==> config.mk <==
export PLATFORM = sky130hd
export DESIGN_NAME = audio_stream_proc
export DESIGN_NICKNAME = d
export VERILOG_FILES = /design/src/rtl/audio_proc_pkg.sv /design/src/rtl/audio_delay_ram.sv /design/src/rtl/audio_stream_proc.sv
export SDC_FILE = /design/constraint.sdc
export NUM_CORES = 1
export LEC_CHECK = 0
export BUFFER_PORTS_ARGS = -buffer_cell sky130_fd_sc_hd__buf_2
export CORE_ASPECT_RATIO = 0.6
export CORE_MARGIN = 2
export CORE_UTILIZATION = 26
export CTS_CLUSTER_DIAMETER = 100
export DETAILED_ROUTE_END_ITERATION = 6
export PLACE_DENSITY = 0.48
export SKIP_LAST_GASP = 1
export SLEW_MARGIN = 20
export SYNTH_ARGS = -nofsm -noshare
export SYNTH_HDL_FRONTEND = slang
export SYNTH_SLANG_ARGS = --single-unit
==> constraint.sdc <==
create_clock -name CLOCK_50 -period 2.55 [get_ports CLOCK_50]
set_input_delay 0.51 -clock CLOCK_50 [delete_from_list [all_inputs] [get_ports CLOCK_50]]
set_output_delay 0.51 -clock CLOCK_50 [all_outputs]
set_load 0.02 [all_outputs]
==> src/rtl/audio_proc_pkg.sv <==
// Shared definitions for the audio stream processor: mode encodings,
// FSM state type/constants and the tone half-period helper.
package audio_proc_pkg;

  // Operating modes as presented on the mode input
  localparam logic [1:0] MODE_PASS = 2'd0;
  localparam logic [1:0] MODE_ECHO = 2'd1;
  localparam logic [1:0] MODE_MUTE = 2'd2;
  localparam logic [1:0] MODE_TONE = 2'd3;

  // FSM state type with legacy-compatible constant encodings
  typedef logic [2:0] state_t;
  localparam state_t ST_CLR  = 3'd0;
  localparam state_t ST_IDLE = 3'd1;
  localparam state_t ST_CAP  = 3'd2;
  localparam state_t ST_MIX  = 3'd3;
  localparam state_t ST_WR   = 3'd4;

  // Tone half period is (tone_sel + 1) * TONE_HALF_MULT samples
  localparam int unsigned TONE_HALF_MULT = 8;

  // Half period in samples; the largest value (16 * 8 = 128) fits in 8 bits
  function automatic logic [7:0] tone_half(input logic [3:0] sel);
    return 8'((32'(sel) + 32'd1) * TONE_HALF_MULT);
  endfunction

endpackage

==> src/rtl/audio_delay_ram.sv <==
// Simple dual-port delay RAM for the echo path. Each word packs the left
// channel in the upper half and the right channel in the lower half.
// Read data is registered (one-cycle latency); no read/write bypass.
module audio_delay_ram #(
  parameter int DATA_W = 32,
  parameter int ADDR_W = 12
) (
  input  logic                clk,
  input  logic                we,
  input  logic [ADDR_W-1:0]   waddr,
  input  logic [2*DATA_W-1:0] wdata,
  input  logic                re,
  input  logic [ADDR_W-1:0]   raddr,
  output logic [2*DATA_W-1:0] rdata
);

  logic [2*DATA_W-1:0] mem [2**ADDR_W];

  // Write port
  always_ff @(posedge clk) begin
    if (we) mem[waddr] <= wdata;
  end

  // Registered read port
  always_ff @(posedge clk) begin
    if (re) rdata <= mem[raddr];
  end

endmodule

==> src/rtl/audio_stream_proc.sv <==
// Stereo per-sample processor between the audio input and output FIFO
// handshakes. Modes: passthrough, feedback echo, mute, square tone.
// Optional feature macro: AUDIO_STREAM_PROC_ECHO_EN builds the delay RAM,
// its clear sweep and echo mode; without it mode 1 acts as passthrough and
// reset goes straight to IDLE.
module audio_stream_proc
  import audio_proc_pkg::*;
#(
  parameter int DATA_W   = 32,
  parameter int ADDR_W   = 12,
  parameter int TONE_AMP = 10000000
) (
  input  logic              CLOCK_50,
  input  logic              reset_n,
  input  logic [1:0]        mode,
  input  logic [3:0]        tone_sel,
  input  logic              audio_in_available,
  input  logic [DATA_W-1:0] left_channel_audio_in,
  input  logic [DATA_W-1:0] right_channel_audio_in,
  input  logic              audio_out_allowed,
  output logic              read_audio_in,
  output logic [DATA_W-1:0] left_channel_audio_out,
  output logic [DATA_W-1:0] right_channel_audio_out,
  output logic              write_audio_out,
  output logic              busy
);

  localparam logic [DATA_W-1:0] TONE_POS = DATA_W'(TONE_AMP);
  localparam logic [DATA_W-1:0] TONE_NEG = -TONE_POS;

`ifdef AUDIO_STREAM_PROC_ECHO_EN
  localparam state_t RESET_STATE = ST_CLR;
`else
  localparam state_t RESET_STATE = ST_IDLE;
`endif

  state_t            state;
  logic [1:0]        mode_q;
  logic [3:0]        tsel_q;
  logic [3:0]        tsel_prev;
  logic [DATA_W-1:0] in_l;
  logic [DATA_W-1:0] in_r;
  logic [DATA_W-1:0] out_l;
  logic [DATA_W-1:0] out_r;
  logic [DATA_W-1:0] mix_l;
  logic [DATA_W-1:0] mix_r;
  logic [7:0]        tcnt;
  logic [7:0]        tcnt_next;
  logic              phase;
  logic              phase_next;

`ifdef AUDIO_STREAM_PROC_ECHO_EN
  logic [ADDR_W-1:0]   ptr;
  logic                ram_we;
  logic                ram_re;
  logic [2*DATA_W-1:0] ram_wdata;
  logic [2*DATA_W-1:0] ram_rdata;
  logic [DATA_W-1:0]   d_l;
  logic [DATA_W-1:0]   d_r;

  // Saturating a + (d >>> 1), formed at DATA_W+1 bits then clamped
  function automatic logic [DATA_W-1:0] sat_add(input logic [DATA_W-1:0] a,
                                                input logic [DATA_W-1:0] d);
    logic signed [DATA_W:0] ae;
    logic signed [DATA_W:0] de;
    logic signed [DATA_W:0] s;
    ae = $signed({a[DATA_W-1], a});
    de = $signed({d[DATA_W-1], d}) >>> 1;
    s  = ae + de;
    if (s[DATA_W] != s[DATA_W-1])
      return s[DATA_W] ? {1'b1, {(DATA_W-1){1'b0}}} : {1'b0, {(DATA_W-1){1'b1}}};
    return s[DATA_W-1:0];
  endfunction
`endif

  // Sequencer: clear sweep, wait for both FIFOs, capture, mix, write out
  always_ff @(posedge CLOCK_50 or negedge reset_n) begin
    if (!reset_n) begin
      state <= RESET_STATE;
    end else begin
      case (state)
`ifdef AUDIO_STREAM_PROC_ECHO_EN
        ST_CLR:  if (ptr == '1) state <= ST_IDLE;
`endif
        ST_IDLE: if (audio_in_available && audio_out_allowed) state <= ST_CAP;
        ST_CAP:  state <= ST_MIX;
        ST_MIX:  state <= ST_WR;
        ST_WR:   if (audio_out_allowed) state <= ST_IDLE;
        default: state <= ST_IDLE;
      endcase
    end
  end

  // Handshakes derived from state; write follows allowed so a stall holds it low
  always_comb begin
    read_audio_in   = (state == ST_CAP);
    write_audio_out = (state == ST_WR) && audio_out_allowed;
`ifdef AUDIO_STREAM_PROC_ECHO_EN
    busy            = (state == ST_CLR);
`else
    busy            = 1'b0;
`endif
  end

  // Tone counter next-state: counts accepted samples, restarts on a pitch change
  always_comb begin
    tcnt_next  = ((tsel_q != tsel_prev) ? 8'd0 : tcnt) + 8'd1;
    phase_next = phase;
    if (tcnt_next == tone_half(tsel_q)) begin
      tcnt_next  = 8'd0;
      phase_next = ~phase;
    end
  end

  // Per-channel sample computation for the latched mode
  always_comb begin
    mix_l = in_l;
    mix_r = in_r;
    case (mode_q)
      MODE_PASS: begin
        mix_l = in_l;
        mix_r = in_r;
      end
      MODE_ECHO: begin
`ifdef AUDIO_STREAM_PROC_ECHO_EN
        mix_l = sat_add(in_l, d_l);
        mix_r = sat_add(in_r, d_r);
`else
        mix_l = in_l;
        mix_r = in_r;
`endif
      end
      MODE_MUTE: begin
        mix_l = '0;
        mix_r = '0;
      end
      MODE_TONE: begin
        if (tsel_q == 4'd0) begin
          mix_l = '0;
        end else begin
          mix_l = phase ? TONE_POS : TONE_NEG;
        end
        mix_r = mix_l;
      end
      default: begin
        mix_l = in_l;
        mix_r = in_r;
      end
    endcase
  end

  // Capture inputs/controls in CAP; register outputs and tone state in MIX
  always_ff @(posedge CLOCK_50 or negedge reset_n) begin
    if (!reset_n) begin
      in_l      <= '0;
      in_r      <= '0;
      mode_q    <= MODE_PASS;
      tsel_q    <= '0;
      tsel_prev <= '0;
      out_l     <= '0;
      out_r     <= '0;
      tcnt      <= '0;
      phase     <= 1'b0;
    end else if (state == ST_CAP) begin
      in_l   <= left_channel_audio_in;
      in_r   <= right_channel_audio_in;
      mode_q <= mode;
      tsel_q <= tone_sel;
    end else if (state == ST_MIX) begin
      out_l     <= mix_l;
      out_r     <= mix_r;
      tcnt      <= tcnt_next;
      phase     <= phase_next;
      tsel_prev <= tsel_q;
    end
  end

  assign left_channel_audio_out  = out_l;
  assign right_channel_audio_out = out_r;

`ifdef AUDIO_STREAM_PROC_ECHO_EN
  // Delay pointer: advances once per clear-sweep cycle and once per sample
  always_ff @(posedge CLOCK_50 or negedge reset_n) begin
    if (!reset_n) begin
      ptr <= '0;
    end else if (state == ST_CLR || state == ST_MIX) begin
      ptr <= ptr + 1'b1;
    end
  end

  // RAM port control: zero-fill during the sweep, feedback write in echo only
  always_comb begin
    ram_re    = (state == ST_CAP);
    ram_we    = (state == ST_CLR) || (state == ST_MIX && mode_q == MODE_ECHO);
    ram_wdata = (state == ST_CLR) ? '0 : {mix_l, mix_r};
    d_l       = ram_rdata[2*DATA_W-1:DATA_W];
    d_r       = ram_rdata[DATA_W-1:0];
  end

  audio_delay_ram #(
    .DATA_W (DATA_W),
    .ADDR_W (ADDR_W)
  ) u_delay_ram (
    .clk   (CLOCK_50),
    .we    (ram_we),
    .waddr (ptr),
    .wdata (ram_wdata),
    .re    (ram_re),
    .raddr (ptr),
    .rdata (ram_rdata)
  );
`endif

endmodule

==> results of run 1 <==
-- worst max-delay path, cell delays in order, from the launching register on --
cell       delay (ns)
dfrtp_1          0.41
xnor2_2          0.15
and4_4           0.20
and2_4           0.17
ha_4             0.18
xor2_1           0.15
or4_1            0.40
o311a_1          0.14
o32ai_2          0.12
o2111ai_2        0.25
a32oi_1          0.24
nand2_1          0.07
-- layout make-up --
type                    count  area share [%]
flip-flops and latches    150            45.1
repair buffers            169            12.2
multi-input cells         387            29.6
inverters                   6           0.271
clock buffers              18            5.28
clock inverters            14            2.68
well taps                 322            4.84
-- kinds of logic (layout without fill, tap and decap cells) --
kind of cell / after synthesis / after routing
muxes: 67 / 67
buffers and inverters: 48 / 207
DFF: 150 / 150
xor gates and xnor gates: 16 / 16
AOI/OAI and AO/OA: 97 / 97
other: 1 / 1
and+or+nand+nor: 202 / 202
adders and majority gates: 4 / 4
-- path summary, 6_finish.rpt --
path / from / endpoint / slack [ns] / depth (start not counted)
setup / recovery: tsel_prev[3] / tcnt[4] / -0.05 / 11
max in group asynchronous: reset_n / in_r[27] / 1.82 / 2
setup reg to reg: tsel_prev[3] / tcnt[4] / -0.05 / 11
hold reg to reg: left_channel_audio_out[2] / left_channel_audio_out[2] / 0.47 / 2
hold / removal: reset_n / right_channel_audio_out[3] / 0.02 / 1
min in group CLOCK_50: tone_sel[0] / tsel_q[0] / 0.31 / 3
-- power breakdown --
part / switching, mW / internal [mW] / total [mW]
combinational: 2.43 / 1.80 / 4.23
clock: 1.07 / 1.78 / 2.84
sequential: 0.601 / 3.50 / 4.10
-- registers in the layout, indices dropped and copies added (netlist names) --
| signal | count |
|---|---|
| state | 3 |
| mode_q | 2 |
| left_channel_audio_out | 32 |
| tsel_q | 4 |
| phase | 1 |
| tcnt | 8 |
| in_l | 32 |
| right_channel_audio_out | 32 |
| tsel_prev | 4 |
| in_r | 32 |
-- per-layer routing --
layer / vias up / global-route usage, % / share of wire [%]
met5: - / 0 / 0.079
met4: 2 / 3.63 / 0.76
met3: 12 / 5.25 / 7.4
met2: 94 / 18.7 / 41
met1: 2334 / 19.1 / 50
li1: 2272 / - / -
-- stage by stage --
step	area, um^2	utilization, %	worst slack, ns
2_1_floorplan	6430	-	-0.175
3_5_place_dp	7640	31.5	-0.0719
4_1_cts	8310	34.3	-0.0396
5_1_grt	8320	34.4	-0.182
6_report	8320	34.4	-0.0541
3_3_place_gp	7640	31.5	-0.0215
-- cells in the mapped netlist, types with 3 or more instances --
library cell / n / area share [%]
dfrtp_1: 149 / 58
nor2_1: 92 / 5.4
nand2_1: 70 / 4.1
mux2_2: 67 / 12
a21oi_1: 55 / 4.3
clkbuf_1: 25 / 1.5
o21ai_0: 24 / 1.9
nor3_1: 7 / 0.55
buf_2: 6 / 0.47
inv_1: 6 / 0.35
nand3_1: 6 / 0.47
xnor2_1: 6 / 0.82
xor2_1: 6 / 0.82
buf_4: 5 / 0.59
buf_6: 4 / 0.70
ha_1: 4 / 0.78
nand4_1: 4 / 0.39
a31oi_1: 3 / 0.29
nor2_2: 3 / 0.29
nor3b_1: 3 / 0.35
o21ai_1: 3 / 0.23
-- what timing repair did --
item | CTS | global route
buffers inserted | 0 | 1
endpoints found under the setup margin | 4 | 8
pin swaps | 3 | 9
gates cloned | 0 | 0
hold buffers | 0 | 0
gates resized for setup | 3 | 1
==> results.md, run 1 <==
- Worst-case clock skew: roughly 0.009 ns
- Routed wire per std cell: ~15 um
- Setup TNS: -0.0597 ns
- Initial DRC Count: 256
- Core area: 24200 um^2
- Ports: roughly 140
- Adder-Cell Fraction of Synth Area: less than 1%
- Root buffer cell: clkbuf_16
- DIE HEIGHT: between 100 and 150 um
- Register bit total from synthesis: 150
- Synth Area in Compound Gates: under 10%
- DRC: 0
- Crit Path Max Fanout: 5
- EDFF count, synth: 0
- Die Wd: slightly above 200 um
- Gr usage total: approximately an eighth
- P&R area growth vs syn: 29.8%
- Die area: ~26000 um^2
- Ys flop type: dfrtp_1
- Port Buffers: roughly 140
- Status: complete, but fails checks
- Fin nets: about 810
- Simple-gate area share of the yosys netlist: approximately 14%
- Most common cell after layout, fill and taps aside: dfrtp_1
- RSZ-0062 raised after global routing: yes
- Initial antenna violation count: 1
- Class of the worst hold path: input port to asynchronous set/reset pin
- Final WS setup: -0.0541 ns
- Fraction of layout cells with a size suffix above 1: between 30% and 40%
- Final Hold Viols: 0
- Largest net degree at the start of global routing: between 60 and 70
- Yosys warns: 0
- Relative slew slack: 61.0%
- Total wire length: 16500 um
- Dpl cells: 1033
- Final Power: about 11 mW
- Worst hold margin: about 0.018 ns
- Gp weighted congestion: around 0.76
- Vias in the first global route: ~4700
- Clk sinks: 150
- Fmax: roughly 380 MHz
- Final min period: approximately 2.6 ns
- Asr flop ratio synth: 100%
- Critical path type: register to register
- Final setup fails: 2
- Clk pin slew, worst setup/hold paths: 0.07 ns
- Yosys cell types: between 40 and 50
- Wire length of the first global-routing pass: 26500 um
- Rows: between 40 and 50
- Multi-input gate area: 2470 um^2
- Via density: between 4 and 5
- Worst skew pair latency: between 0.4 and 0.5 ns
- Mapped Area: 6410 um^2
- PwrDens: roughly 1300 nW/um^2
- Filler Cells Inserted: between 2000 and 2500
- Grt total ovfl: 0
- CTS Buffer Depth: 2
- CP endpoint kind: register
- DP Wirelength: approximately 11000 um
- Tightest Pin Transition: between 0.5 and 0.6 ns
- Commonest non-fill, non-tap cells in the layout: dfrtp_1 (149), buf_2 (138), nor2_1 (91)
- Average size of a mapped cell: between 10 and 15 um^2
- Max IR drop VDD: about 0.46 mV
- Final period utilization: 102%
- Largest family of logic cells by synthesized area: simple AND/OR/NAND/NOR gates
- DR vias: around 4700
- Max-cap viol count: 0
- Final Slew Violations: 0
- Pleak: roughly 3.9 nW
- Register area: 3750 um^2
- Setup crit start kind: register
- Sequential area share after synthesis: ~59%
- Starting density of the core: a little over a quarter
- H-tree depth: 4
- Final std cells w/o fill: around 1100
- Post-route ant nets: 0
- CP required: ~2.9 ns
- CTS Buf Count: 17
- Violated checks: setup timing
- DRT Pass-1 Iters: 4
- Antenna diodes: 0
- Post-Synth XOR/XNOR Area: between 2 and 3%
- Arrival time worst endpoint: about 2.9 ns
- Mux contribution to synthesized area: a little under an eighth
- Syn Nets: around 660
- Synth Instances: between 500 and 600
- CTS tree: done
Power figures use the tool's default switching activity.
==> inputs of run 2 (changes only) <==
--- a/config.mk
+++ b/config.mk
@@ -11,7 +11,8 @@
 export CORE_UTILIZATION = 26
 export CTS_CLUSTER_DIAMETER = 100
 export DETAILED_ROUTE_END_ITERATION = 6
-export PLACE_DENSITY = 0.48
+export PLACE_DENSITY = 0.46
+export SKIP_CTS_REPAIR_TIMING = 1
 export SKIP_LAST_GASP = 1
 export SLEW_MARGIN = 20
 export SYNTH_ARGS = -nofsm -noshare
==> constraint.sdc (replaced) <==
create_clock -name CLOCK_50 -period 3.4 [get_ports CLOCK_50]
set_input_delay 0.68 -clock CLOCK_50 [delete_from_list [all_inputs] [get_ports CLOCK_50]]
set_output_delay 0.68 -clock CLOCK_50 [all_outputs]
set_load 0.02 [all_outputs]
==> run 2 against run 1 <==
Net effect:
- the run now ends clean
- cell count is 1.5% lower
- worst hold slack better by 0.18 ns
- maximum frequency is 13% lower
- via count is 3.6% lower
- critical endpoint unchanged
- largest cell class unchanged
- largest power group is now registers
- highest routed layer unchanged
==> results.md, run 2 (same netlist as run 1, synthesis figures left out) <==
- Multi-input gate area: 2430 um^2 (-1.4%)
- Routed wire per std cell: 15.7 um (+1.9%)
- CP endpoint kind: register
- Internal reg-to-reg setup slack: 0.42 ns (+0.47 ns)
- Rows: 44 (unchanged)
- Crit Reg-Reg Startpoint: tsel_q[0]
- Gp weighted congestion: 0.738 (-2.5%)
- Final Power: 7.89 mW (-29%)
- Wire length of the first global-routing pass: 26400 um (-0.55%)
- Starting density of the core: 26.5% (unchanged)
- CP required: 3.71 ns (+0.85 ns)
- Max-cap viol count: 0 (unchanged)
- CTS Buffer Depth: 2 (unchanged)
- Vias in the first global route: 4570 (-2.1%)
- Critical path buffers and inverters: 0 (unchanged)
- Final setup fails: 0 (-2)
- Largest net degree at the start of global routing: 75 (+21%)
- DRC: 0 (unchanged)
- Max IR drop VDD: 0.338 mV (-27%)
- Clk pin slew, worst setup/hold paths: 0.06 ns (about the same)
- Final std cells w/o fill: 1050 (-1.5%)
- PwrDens: 985 nW/um^2 (-27%)
- Initial DRC Count: 237 (-7.4%)
- Worst skew pair latency: 0.42 ns (about the same)
- Ports: 141 (unchanged)
- Die Wd: 207 um (unchanged)
- Final Hold Viols: 0 (unchanged)
- CP peak stage delay: 0.47 ns (+0.06 ns)
- DP Wirelength: 10600 um (-4.4%)
- Family with the most delay on the worst path: simple AND/OR/NAND/NOR gates
- Pleak: 3.69 nW (-4.3%)
- RSZ-0062 raised after global routing: no
- Tightest Pin Transition: 0.859 ns (+0.275 ns)
- Worst r2r dst: tcnt[4]
- H-tree depth: 4 (unchanged)
- Relative slew slack: 42.7% (-18 points)
- Setup TNS: 0 ns (+0.0597 ns)
- Crit Path Max Fanout: 13 (+8)
- R2R depth: 11 (unchanged)
- Most common cell after layout, fill and taps aside: dfrtp_1
- Initial antenna violation count: 2 (+1)
- Via density: 4.33 (-2.1%)
- Fin nets: 791 (-2.2%)
- Commonest non-fill, non-tap cells in the layout: dfrtp_1 (149), buf_2 (138), nor2_1 (92)
- Root buffer cell: clkbuf_16
- Clk sinks: 150 (unchanged)
- Final Slew Violations: 0 (unchanged)
- DRT Pass-1 Iters: 4 (unchanged)
- CTS Buf Count: 17 (unchanged)
- P&R area growth vs syn: 25.0%
- Grt total ovfl: 0 (unchanged)
- Critical path's slowest cell: dfrtp_1
- Gr usage total: 13.4% (about the same)
- Final Instance Area: 8010 um^2 (-3.7%)
- DR vias: 4546 (-3.6%)
- Register area: 3750 um^2 (unchanged)
- Die area: 26000 um^2 (unchanged)
- Fmax: 335 MHz (-13%)
- Filler Cells Inserted: 2475 (-0.60%)
- Stages on worst setup path: 11 (unchanged)
- Core area: 24200 um^2 (unchanged)
- Worst Setup SP: tsel_q[0]
- Critical path type: register to register
- Fraction of layout cells with a size suffix above 1: 36.5% (-2.7 points)
- Dpl cells: 1016 (-1.6%)
- Post-route ant nets: 0 (unchanged)
- Class of the worst hold path: input port to asynchronous set/reset pin
- Placed cell areas: 7440 um^2 (-2.6%)
- CTS tree: done
- CP cell instances: xnor2_2, and4_4, and2_1, ha_1, nand2_2, nor2_2, xnor3_1, o32ai_2, o2111ai_2, a32oi_1, nand2_1
- DIE HEIGHT: 126 um (unchanged)
- Final period utilization: 87.8% (-14 points)
- Port Buffers: 139 (unchanged)
- Arrival time worst endpoint: 3.29 ns (+0.38 ns)
- Setup crit start kind: register
- Status: completed
- Worst-case clock skew: 0.00495 ns (-0.00402 ns)
- Final min period: 2.98 ns (+0.380 ns)
- Total wire length: 16500 um (+0.38%)
==> run 2: changes by cell type in the layout (fill, tap and decap cells not counted), sizes merged <==
cell	change
bufinv	-3
diode	+2
inv	-2
buf	-18
clkbuf	+2
clkinv	+3
==> run 2: per-stage QoR <==
| stage | setup WS [ns] | hold WS (ns) | utilization [%] |
|---|---|---|---|
| floorplan | 0.566 | 0.384 | - |
| global route | 0.185 | 0.257 | 33.1 |
| CTS | 0.392 | 0.242 | 33.1 |
| detailed placement | 0.399 | 0.469 | 30.7 |
| finish | 0.416 | 0.201 | 33.1 |
| global placement | 0.437 | 0.461 | 30.7 |
==> run 2: layout make-up <==
| cell class | count | share of cell area, % |
|---|---|---|
| flip-flops and latches | 150 | 46.9 |
| multi-input cells | 387 | 30.3 |
| repair buffers | 151 | 10.4 |
| clock buffers | 20 | 5.45 |
| well taps | 322 | 5.03 |
| clock inverters | 12 | 1.62 |
| inverters | 6 | 0.281 |
| diodes | 2 | 0.0625 |
==> run 2: how the worst max path moves through the flow <==
stage          slack, ns       to
3_5_place_dp        0.40  tcnt[4]
4_1_cts             0.39  tcnt[4]
5_1_grt             0.19  tcnt[4]
6_report            0.42  tcnt[4]
2_1_floorplan       0.57  tcnt[4]
3_3_place_gp        0.44  tcnt[4]
==> run 2: power breakdown <==
part	internal (mW)	total, mW	switching (mW)
combinational	1.19	2.95	1.76
sequential	2.62	3.09	0.461
clock	1.08	1.86	0.775
==> run 2: worst register-to-register path, cell delays in order, from the launching register on <==
cell and delay (ns):
dfrtp_1 0.47, xnor2_2 0.21, and4_4 0.35, and2_1 0.20
ha_1 0.23, nand2_2 0.11, nor2_2 0.14, xnor3_1 0.33
o32ai_2 0.29, o2111ai_2 0.22, a32oi_1 0.25, nand2_1 0.07
==> run 2: metal layers <==
metal	wire length (um)	track usage, %	vias to the layer above	part of all wire (%)
met5	13	0	-	0.079
met4	131	3.75	2	0.79
met3	1170	5.36	15	7.1
met2	6740	17.8	105	41
met1	8470	19.7	2193	51
li1	-	-	2231	-
